### src/rtl/note_highway_engine.sv
// note_highway_engine: six scrolling note slots with strum judging, hit/miss pulses and scores.
// Build option NOTE_LFSR_EN swaps the external spawn strobe for an internal timed LFSR spawner.
module note_highway_engine #(
   parameter int STEP         = 2,
   parameter int SPAWN_PERIOD = 32,
   parameter int HIT_LO       = 256,
   parameter int HIT_HI       = 280,
   parameter int OFF_MAX      = 300
) (
   input  logic        slowclock,
   input  logic        iRST_n,
   input  logic        run,
   input  logic [5:0]  guitar_in,
   input  logic        spawn_req,
   input  logic [1:0]  spawn_lane,
   output logic [31:0] notes1,
   output logic [31:0] notes2,
   output logic [31:0] notes3,
   output logic        p1_hit,
   output logic        p2_hit,
   output logic        p1_miss,
   output logic        p2_miss,
   output logic [7:0]  p1_score,
   output logic [7:0]  p2_score,
   output logic        spawn_drop
);
   localparam logic [11:0] STEP_W    = 12'(STEP);
   localparam logic [11:0] OFF_MAX_W = 12'(OFF_MAX);
   localparam logic [10:0] HIT_LO_W  = 11'(HIT_LO);
   localparam logic [10:0] HIT_HI_W  = 11'(HIT_HI);

   // guitar lanes are ordered red, green, yellow; slot lane bits are red[4], yellow[3], green[2]
   function automatic int lane_bit(input int l);
      case (l)
         0:       return 4;
         1:       return 2;
         default: return 3;
      endcase
   endfunction

   function automatic logic [15:0] lane_word(input logic [1:0] lane);
      case (lane)
         2'd0:    return 16'h0010;
         2'd1:    return 16'h0008;
         2'd2:    return 16'h0004;
         default: return 16'h0000;
      endcase
   endfunction

   logic [15:0] slot_r    [6];
   logic [15:0] slot_nx_s [6];
   logic [2:0]  wr_ptr_r, wr_ptr_nx_s;
   logic [5:0]  sync1_r, sync2_r, sync3_r, edge_r;
   logic [7:0]  score_r    [2];
   logic [7:0]  score_nx_s [2];
   logic [1:0]  hit_cnt_s  [2];
   logic [1:0]  hit_r, miss_r, hit_s, miss_s;
   logic        drop_r, drop_s;
   logic        found_s;
   logic [10:0] best_off_s;
   logic [2:0]  best_idx_s;
   logic [11:0] sum_s;
   logic [8:0]  score_sum_s;
   logic        spawn_go_s;
   logic [1:0]  spawn_lane_s;

`ifdef NOTE_LFSR_EN
   localparam int CNT_W = (SPAWN_PERIOD > 1) ? $clog2(SPAWN_PERIOD) : 1;
   logic [CNT_W-1:0] tick_cnt_r;
   logic [7:0]       lfsr_r;
   logic             unused_spawn_s;

   assign unused_spawn_s = ^{spawn_req, spawn_lane};
   assign spawn_go_s     = (tick_cnt_r == CNT_W'(SPAWN_PERIOD - 1));
   assign spawn_lane_s   = (lfsr_r[1:0] == 2'd3) ? 2'd0 : lfsr_r[1:0];

   // Spawn timer and lane LFSR, both frozen while run is low
   always_ff @(posedge slowclock or negedge iRST_n) begin
      if (!iRST_n) begin
         tick_cnt_r <= '0;
         lfsr_r     <= 8'hA5;
      end else if (run) begin
         tick_cnt_r <= spawn_go_s ? '0 : tick_cnt_r + CNT_W'(1);
         lfsr_r     <= {lfsr_r[6:0], lfsr_r[7] ^ lfsr_r[5] ^ lfsr_r[4] ^ lfsr_r[3]};
      end else begin
         tick_cnt_r <= tick_cnt_r;
         lfsr_r     <= lfsr_r;
      end
   end
`else
   assign spawn_go_s   = spawn_req;
   assign spawn_lane_s = spawn_lane;
`endif

   // Next-state: judge on pre-advance offsets, then advance/retire, then spawn into the freed field
   always_comb begin
      for (int k = 0; k < 6; k++) slot_nx_s[k] = slot_r[k];
      wr_ptr_nx_s   = wr_ptr_r;
      hit_s         = 2'b00;
      miss_s        = 2'b00;
      drop_s        = 1'b0;
      hit_cnt_s[0]  = 2'd0;
      hit_cnt_s[1]  = 2'd0;
      score_nx_s[0] = score_r[0];
      score_nx_s[1] = score_r[1];
      found_s       = 1'b0;
      best_off_s    = 11'd0;
      best_idx_s    = 3'd0;
      sum_s         = 12'd0;
      score_sum_s   = 9'd0;
      if (run) begin
         for (int p = 0; p < 2; p++) begin
            for (int l = 0; l < 3; l++) begin
               found_s    = 1'b0;
               best_off_s = 11'd0;
               best_idx_s = 3'd0;
               for (int k = 0; k < 6; k++) begin
                  // strict '>' keeps the lowest index on equal offsets
                  if (slot_r[k][lane_bit(l)] && !slot_r[k][1 - p] &&
                      (slot_r[k][15:5] >= HIT_LO_W) && (slot_r[k][15:5] <= HIT_HI_W) &&
                      (!found_s || (slot_r[k][15:5] > best_off_s))) begin
                     found_s    = 1'b1;
                     best_off_s = slot_r[k][15:5];
                     best_idx_s = 3'(k);
                  end else begin
                     found_s = found_s;
                  end
               end
               if (edge_r[3 * p + l]) begin
                  if (found_s) begin
                     hit_s[p]     = 1'b1;
                     hit_cnt_s[p] = hit_cnt_s[p] + 2'd1;
                     for (int k = 0; k < 6; k++) begin
                        if (best_idx_s == 3'(k)) slot_nx_s[k][1 - p] = 1'b1;
                        else slot_nx_s[k] = slot_nx_s[k];
                     end
                  end else begin
                     miss_s[p] = 1'b1;
                  end
               end else begin
                  miss_s[p] = miss_s[p];
               end
            end
         end
         for (int k = 0; k < 6; k++) begin
            if (|slot_nx_s[k][4:2]) begin
               sum_s = {1'b0, slot_nx_s[k][15:5]} + STEP_W;
               if (sum_s >= OFF_MAX_W) begin
                  miss_s[0]    = miss_s[0] | ~slot_nx_s[k][1];
                  miss_s[1]    = miss_s[1] | ~slot_nx_s[k][0];
                  slot_nx_s[k] = 16'h0000;
               end else begin
                  slot_nx_s[k][15:5] = sum_s[10:0];
               end
            end else begin
               slot_nx_s[k] = 16'h0000;
            end
         end
         if (spawn_go_s && (spawn_lane_s != 2'd3)) begin
            for (int k = 0; k < 6; k++) begin
               if (wr_ptr_r == 3'(k)) begin
                  if (|slot_nx_s[k][4:2]) begin
                     drop_s = 1'b1;
                  end else begin
                     slot_nx_s[k] = lane_word(spawn_lane_s);
                     wr_ptr_nx_s  = (wr_ptr_r == 3'd5) ? 3'd0 : wr_ptr_r + 3'd1;
                  end
               end else begin
                  slot_nx_s[k] = slot_nx_s[k];
               end
            end
         end else begin
            drop_s = 1'b0;
         end
         for (int p = 0; p < 2; p++) begin
            score_sum_s   = {1'b0, score_r[p]} + {7'd0, hit_cnt_s[p]};
            score_nx_s[p] = score_sum_s[8] ? 8'hFF : score_sum_s[7:0];
         end
      end else begin
         hit_s = 2'b00;
      end
   end

   // Two-flop synchronizer plus a third stage for rising-edge detect; edges are dropped while frozen
   always_ff @(posedge slowclock or negedge iRST_n) begin
      if (!iRST_n) begin
         sync1_r <= 6'd0;
         sync2_r <= 6'd0;
         sync3_r <= 6'd0;
         edge_r  <= 6'd0;
      end else begin
         sync1_r <= guitar_in;
         sync2_r <= sync1_r;
         sync3_r <= sync2_r;
         edge_r  <= sync2_r & ~sync3_r & {6{run}};
      end
   end

   // Game state and registered pulses
   always_ff @(posedge slowclock or negedge iRST_n) begin
      if (!iRST_n) begin
         for (int k = 0; k < 6; k++) slot_r[k] <= 16'h0000;
         wr_ptr_r   <= 3'd0;
         score_r[0] <= 8'd0;
         score_r[1] <= 8'd0;
         hit_r      <= 2'b00;
         miss_r     <= 2'b00;
         drop_r     <= 1'b0;
      end else begin
         for (int k = 0; k < 6; k++) slot_r[k] <= slot_nx_s[k];
         wr_ptr_r   <= wr_ptr_nx_s;
         score_r[0] <= score_nx_s[0];
         score_r[1] <= score_nx_s[1];
         hit_r      <= hit_s;
         miss_r     <= miss_s;
         drop_r     <= drop_s;
      end
   end

   assign notes1     = {slot_r[0], slot_r[1]};
   assign notes2     = {slot_r[2], slot_r[3]};
   assign notes3     = {slot_r[4], slot_r[5]};
   assign p1_hit     = hit_r[0];
   assign p2_hit     = hit_r[1];
   assign p1_miss    = miss_r[0];
   assign p2_miss    = miss_r[1];
   assign p1_score   = score_r[0];
   assign p2_score   = score_r[1];
   assign spawn_drop = drop_r;
endmodule

### config.mk
export PLATFORM = sky130hd
export DESIGN_NAME = note_highway_engine
export DESIGN_NICKNAME = d
export VERILOG_FILES = /design/src/rtl/note_highway_engine.sv
export SDC_FILE = /design/constraint.sdc
export NUM_CORES = 1
export LEC_CHECK = 0
export CORE_MARGIN = 2
export CORE_UTILIZATION = 30
export DETAILED_ROUTE_END_ITERATION = 12
export DONT_BUFFER_PORTS = 1
export GPL_ROUTABILITY_DRIVEN = 0
export REMOVE_ABC_BUFFERS = 1
export SLEW_MARGIN = 25
export SYNTH_ARGS = -nofsm -noshare
export SYNTH_HDL_FRONTEND = slang
export SYNTH_SLANG_ARGS = --single-unit
### constraint.sdc
create_clock -name slowclock -period 22.4 [get_ports slowclock]
set_clock_uncertainty 0.05 [all_clocks]
set_input_delay 4.48 -clock slowclock [delete_from_list [all_inputs] [get_ports slowclock]]
set_output_delay 4.48 -clock slowclock [all_outputs]
set_load 0.005 [all_outputs]
==> impl_results.md, run 1 <==
* Gr usage total at 22.8%
* Area growth, synth to finish at 11.1%
* CP required at 22.76 ns
* Worst Setup Start Kind: flop
* Die footprint at 62700 µm²
* Largest net degree at the start of global routing at 145
* Critical path endpoint category: flop
* Setup bufs post-CTS at 0
* Kind of critical path: flop to flop
* Congestion Overflow GR at 0
* Cts hold-fix bufs at 0
* First-pass GRT wire length at 109000 µm
* Synth top area cells: ha_1 (24%), dfrtp_1 (20%), nand2_1 (4.9%), a21oi_1 (4.5%), mux2_2 (4.5%)
* Port Buffers at 0
* Synth top area share at 24.1%
* Fin crit period at 12.51 ns
* Met1 WL at 29300 µm
* Detailed Place HPWL at 54600 µm
* Sequential area share after synthesis at 19.8%
* Status: completed
* Clock Sinks at 144
* TritonCTS Buffers at 17
* Top Layer Used: met5
* Vias in the first global route at 17900
* Design Area, Final at 20200 µm²
* Slowest cell on crit path: nor4_4
* CTS max path bufs at 2
* Die W at 250 µm
* Power per cell area at 65.1 nW/µm²
* Synth cell types at 98
* Clock root cell: clkbuf_16
* Via count at 18400
* Core area at 60100 µm²
* Post-CTS resize count at 0
* CTS tree: done
* First-pass DRT Iterations at 5
* Nets@finish at 2687
* Syn. warnings at 0
* Final Setup Violations at 0
* Peak supply drop at 61.3 µV
* H-tree levels at 4
* Initial antenna violation count at 5
* Die Y at 250 µm
* Mean Syn Cell Area at 8.29 µm²
* Slew headroom at 24.3%
* Most frequent cells in the layout: ha_1 (351), nand2_1 (236), a21oi_1 (164), conb_1 (150), dfrtp_1 (144)
* Async S/R FF share, synth at 100%
* Reg clk slew, reported paths at 0.08 ns
* Post-DP Area at 19700 µm²
* FF+latch count, synth at 144
* Most used cell, CP: ha_1
* Fmax at 79.9 MHz
* Final worst-path cycle share at 55.8%
* Most common cell after layout, fill and taps aside: ha_1
* Synth area leader: ha_1
* Final hold vios at 0
* Ys flop type: dfrtp_1
* Mapped cell area at 18200 µm²
* RSZ-0062 raised after global routing: false
* Routed met3 length at 7040 µm
* Drt wl/cell at 23.0 µm
* DR iter-0 viols at 1733
* Clk Latency, worst-skew pair at 0.50 ns
* Pins over their slew limit at 0
* Cell Rows at 90
* Hold Slack at 0.294 ns
* Drt total wl at 71800 µm
* EDFF count, synth at 0
* DR vias/cell at 5.89
* Num ports at 129
* Worst Path Max Fanout at 13
* Share of cells above drive strength 1 at 7.67%
* Layout fillers at 6270
* Total negative setup slack at 0 ns
* Routed Antenna Nets at 0
* DRC errors left at 0
* Max incr delay on CP at 0.73 ns
* LEAKAGE at 8.99 nW
* Measured slew at the worst slew-check pin at 1.12 ns
* Syn Inst Count at 2197
* Initial Utilization at 30.3%
* DR WL met2 at 31900 µm
* Max cap viols at 0
* Hold Crit Class: flop to flop
* Worst EP arrival at 12.87 ns
==> flip-flops by register name, summed over array words and instances (netlist names) <==
| signal | flops |
|---|---|
| notes3 | 32 |
| notes2 | 32 |
| miss_r | 2 |
| sync2_r | 6 |
| spawn_drop | 1 |
| sync3_r | 6 |
| notes1 | 32 |
| hit_r | 2 |
| p2_score | 8 |
| edge_r | 6 |
| sync1_r | 6 |
| wr_ptr_r | 3 |
| p1_score | 8 |
==> cell usage after synthesis (9+ instances only) <==
library cell / instances
ha_1: 351
nand2_1: 236
a21oi_1: 165
dfrtp_1: 144
o21ai_0: 142
nor2_1: 121
inv_1: 97
nand3_1: 76
mux2_2: 72
nand4_1: 62
nand2b_1: 57
clkbuf_1: 53
nor3_1: 43
nor2b_1: 39
mux2i_1: 32
o21a_1: 27
a211oi_1: 26
nor4_1: 25
and3_1: 23
o211ai_1: 22
and2_1: 20
a21o_1: 19
o31ai_1: 18
a31oi_1: 15
o21bai_1: 14
or3_1: 14
a21boi_0: 13
nor3b_1: 13
o41ai_1: 13
o22ai_1: 12
or2_2: 11
o2bb2ai_1: 9
==> cell type report <==
type	count	area [µm²]	share of cell area, %
diodes	2	5.00	0.0247
clock buffers	17	425	2.10
clock inverters	14	121	0.600
inverters	97	364	1.80
multi-input cells	2036	14500	71.9
flip-flops and latches	144	3600	17.8
well taps	782	978	4.84
repair buffers	26	190	0.940
==> worst max-delay path, delay by kind of cell (launching register included) <==
family | cells | cell delay, ns
AND/OR/NAND/NOR | 9 | 2.61
adder cells (fa/ha/maj) | 5 | 1.45
flip-flops | 1 | 0.59
multiplexers | 4 | 1.67
AO/OA/AOI/OAI | 21 | 6.02
==> metrics by stage <==
step / power, W / instances / setup WS [ns] / util (%)
detailed placement: 0.00101 / 3085 / 10.25 / 32.7
global route: 0.00141 / 3117 / 9.23 / 33.6
CTS: 0.00131 / 3116 / 10.23 / 33.6
global placement: 0.000986 / 3083 / 10.31 / 32.7
finish: 0.00132 / 3118 / 9.89 / 33.6
floorplan: 0.000774 / 2277 / 12.04 / -
==> cell families (layout without fill, tap and decap cells) <==
| group | after synthesis | after routing | share of synthesized area [%] |
|---|---|---|---|
| flip-flops | 144 | 144 | 19.8 |
| AND/OR/NAND/NOR | 794 | 794 | 22.8 |
| multiplexers | 106 | 106 | 6.38 |
| buffers and inverters | 166 | 154 | 3.51 |
| adder cells (fa/ha/maj) | 353 | 353 | 24.3 |
| other | 1 | 152 | 0.0206 |
| AO/OA/AOI/OAI | 620 | 620 | 22.5 |
| XOR/XNOR | 13 | 13 | 0.625 |
==> power by group <==
part           total (W)  leakage [nW]  switching (W)  internal, W
clock           0.000291         0.259       0.000147     0.000144
combinational   0.000594          6.82       0.000366     0.000228
sequential      0.000431          1.91       0.000137     0.000294
==> path summary, 6_finish.rpt <==
check	startpoint	to	slack, ns	cells past startpoint
worst min-delay path	sync1_r[5]	sync2_r[5]	0.29	0
min in group asynchronous	iRST_n	p1_score[7]	3.64	0
max in group asynchronous	iRST_n	notes2[27]	18.24	0
worst max-delay path	notes1[22]	miss_r[1]	9.89	39
worst min register to register	sync1_r[5]	sync2_r[5]	0.29	0
worst max register to register	notes1[22]	miss_r[1]	9.89	39
==> metal layers <==
| layer | up-vias | global-route usage [%] |
|---|---|---|
| li1 | 8464 | - |
| met1 | 8882 | 28.3 |
| met2 | 839 | 36.2 |
| met3 | 191 | 5.96 |
| met4 | 4 | 11.8 |
| met5 | - | 0 |
Note: power is estimated with default switching activity, not from simulation.
==> run 2, diff against run 1 <==
- clock period: 22.4 -> 12.55 ns (I/O delays scaled with it)
==> run 2 against run 1 <==
  * Total power rose by 81%
  * Clock power increased by 90%
  * Design area rose by 0.53%
  * Die area stayed put
  * Critical endpoint is now miss_r[0]
  * Sequential share of layout area fell by 0.093 points
  * Sequential cell count unchanged
  * Register-to-register slack worse by 9.6 ns
  * Non-clock buffer count grew 6
==> impl_results.md, run 2 (synthesized netlist as in run 1, its figures left out) <==
* Drt total wl at 72400 µm (was 71800 µm)
* Pins over their slew limit at 0 (unchanged)
* ANT cells at 0 (was 2)
* Die W at 250 µm (unchanged)
* R2R cell count at 40 (was 39)
* Peak supply drop at 118 µV (was 61.3 µV)
* Nets@finish at 2693 (was 2687)
* H-tree levels at 4 (unchanged)
* Max incr delay on CP at 0.70 ns (was 0.73 ns)
* CP required at 12.88 ns (was 22.76 ns)
* Via count at 18500 (was 18400)
* RR Endpoint: miss_r[0] (was miss_r[1])
* CTS tree: done (unchanged)
* Detailed Place HPWL at 54700 µm (was 54600 µm)
* Fmax at 81.7 MHz (was 79.9 MHz)
* DR iter-0 viols at 1981 (was 1733)
* RSZ-0062 raised after global routing: false (unchanged)
* Worst EP arrival at 12.58 ns (was 12.87 ns)
* Clock Sinks at 144 (unchanged)
* Routed Antenna Nets at 0 (unchanged)
* Clk Latency, worst-skew pair at 0.51 ns (was 0.50 ns)
* Kind of critical path: flop to flop (unchanged)
* Area growth, synth to finish at 11.7% (was 11.1%)
* Cell Rows at 90 (unchanged)
* Worst Setup EP: miss_r[0] (was miss_r[1])
* Largest net degree at the start of global routing at 145 (unchanged)
* Measured slew at the worst slew-check pin at 1.15 ns (was 1.12 ns)
* Worst Setup SP: notes1[23] (was notes1[22])
* DR WL met2 at 32000 µm (was 31900 µm)
* Num ports at 129 (unchanged)
* Drt wl/cell at 23.2 µm (was 23.0 µm)
* TritonCTS Buffers at 17 (unchanged)
* Setup bufs post-CTS at 0 (unchanged)
* DRC errors left at 0 (unchanged)
* Die Y at 250 µm (unchanged)
* First-pass GRT wire length at 109000 µm (about the same)
* Clock root cell: clkbuf_16 (unchanged)
* Final worst-path cycle share at 97.6% (was 55.8%)
* Met1 WL at 28800 µm (was 29300 µm)
* Congestion Overflow GR at 0 (unchanged)
* Status: completed (unchanged)
* Worst Setup Start Kind: flop (unchanged)
* Slew headroom at 22.6% (was 24.3%)
* DR vias/cell at 5.92 (was 5.89)
* Routed met3 length at 7670 µm (was 7040 µm)
* Most common cell after layout, fill and taps aside: ha_1 (unchanged)
* R2r setup slk at 0.31 ns (was 9.89 ns)
* Setup slack at placement at 0.440 ns (was 10.25 ns)
* Critical path endpoint category: flop (unchanged)
* Final hold vios at 0 (unchanged)
* Final Setup Violations at 0 (unchanged)
* Die footprint at 62700 µm² (unchanged)
* Core area at 60100 µm² (unchanged)
* Port Buffers at 0 (unchanged)
* First-pass DRT Iterations at 6 (was 5)
* Reg-to-reg critical path startpoint: notes1[23] (was notes1[22])
* Fin crit period at 12.24 ns (was 12.51 ns)
* LEAKAGE at 9.05 nW (was 8.99 nW)
* Cts hold-fix bufs at 0 (unchanged)
* Gr usage total at 22.9% (was 22.8%)
* Share of cells above drive strength 1 at 8.07% (was 7.67%)
* Layout fillers at 6279 (was 6270)
* Max cap viols at 0 (unchanged)
* Top Layer Used: met5 (unchanged)
* Most frequent cells in the layout: ha_1 (351), nand2_1 (236), a21oi_1 (165), conb_1 (150), dfrtp_1 (144) (was ha_1 (351), nand2_1 (236), a21oi_1 (164), conb_1 (150), dfrtp_1 (144))
* Vias in the first global route at 17700 (was 17900)
* Slowest cell on crit path: nor4_4 (unchanged)
* Reg clk slew, reported paths at 0.08 ns (about the same)
* Most used cell, CP: ha_1 (unchanged)
* CTS max path bufs at 2 (unchanged)
* Total negative setup slack at 0 ns (unchanged)
* Worst Path Max Fanout at 12 (was 13)
* Initial Utilization at 30.3% (unchanged)
* Setup WS post-layout at 0.306 ns (was 9.89 ns)
* Initial antenna violation count at 4 (was 5)
* Power per cell area at 117 nW/µm² (was 65.1 nW/µm²)
* Hold Crit Class: flop to flop (unchanged)
run 2: changes by cell type in the layout (fill, tap and decap cells not counted), sizes merged:
cell	delta
clkinv	+3
diode	-2
bufinv	+1
buf	+6
clkinvlp	-3
run 2: area by class of cell:
class / instances / area (µm²) / share of cell area, %
clock buffers: 17 / 425 / 2.09
clock inverters: 15 / 163 / 0.800
inverters: 97 / 364 / 1.79
multi-input cells: 2036 / 14600 / 71.6
flip-flops and latches: 144 / 3600 / 17.7
well taps: 782 / 978 / 4.81
repair buffers: 32 / 240 / 1.18
run 2: where the power goes:
| group | internal (W) | switching, W |
|---|---|---|
| clock | 0.000281 | 0.000272 |
| sequential | 0.000524 | 0.000245 |
| combinational | 0.000404 | 0.000650 |
| total | 0.00121 | 0.00117 |
run 2: worst max-delay path, delay by kind of cell, from the launching register on:
kind | cells | cell delay (ns)
AO/OA/AOI/OAI | 23 | 6.30
adder cells (fa/ha/maj) | 5 | 1.45
buffers and inverters | 1 | 0.07
flip-flops | 1 | 0.61
multiplexers | 4 | 1.52
AND/OR/NAND/NOR | 7 | 2.08
run 2: routing by layer:
layer,track usage (%),up-vias
met2,36.1,924
met4,12.3,4
li1,-,8470
met3,7.07,221
met1,27.9,8868
met5,0,-
run 2: worst min-delay path by stage:
stage	cells past startpoint	to	slack, ns	from
floorplan	0	sync2_r[0]	0.28	sync1_r[0]
finish	0	sync2_r[5]	0.29	sync1_r[5]
global placement	0	sync2_r[4]	0.28	sync1_r[4]
CTS	0	sync2_r[5]	0.29	sync1_r[5]
global route	0	sync2_r[5]	0.30	sync1_r[5]
detailed placement	0	sync2_r[5]	0.28	sync1_r[5]
run 2: what timing repair did:
action / in CTS / in global routing
endpoints found under the hold margin: 0 / 0
gates resized for setup: 0 / 6
setup endpoints to repair: 0 / 8
run 2: through the flow:
stage	instance area, µm²	hold WS (ns)	total power (W)	instances	utilization (%)
2_1_floorplan	18500	0.281	0.00138	2277	-
4_1_cts	20300	0.292	0.00236	3123	33.8
3_3_place_gp	19700	0.284	0.00175	3091	32.8
3_5_place_dp	19700	0.285	0.00179	3091	32.8
6_report	20300	0.291	0.00238	3123	33.8
5_1_grt	20300	0.296	0.00254	3123	33.8
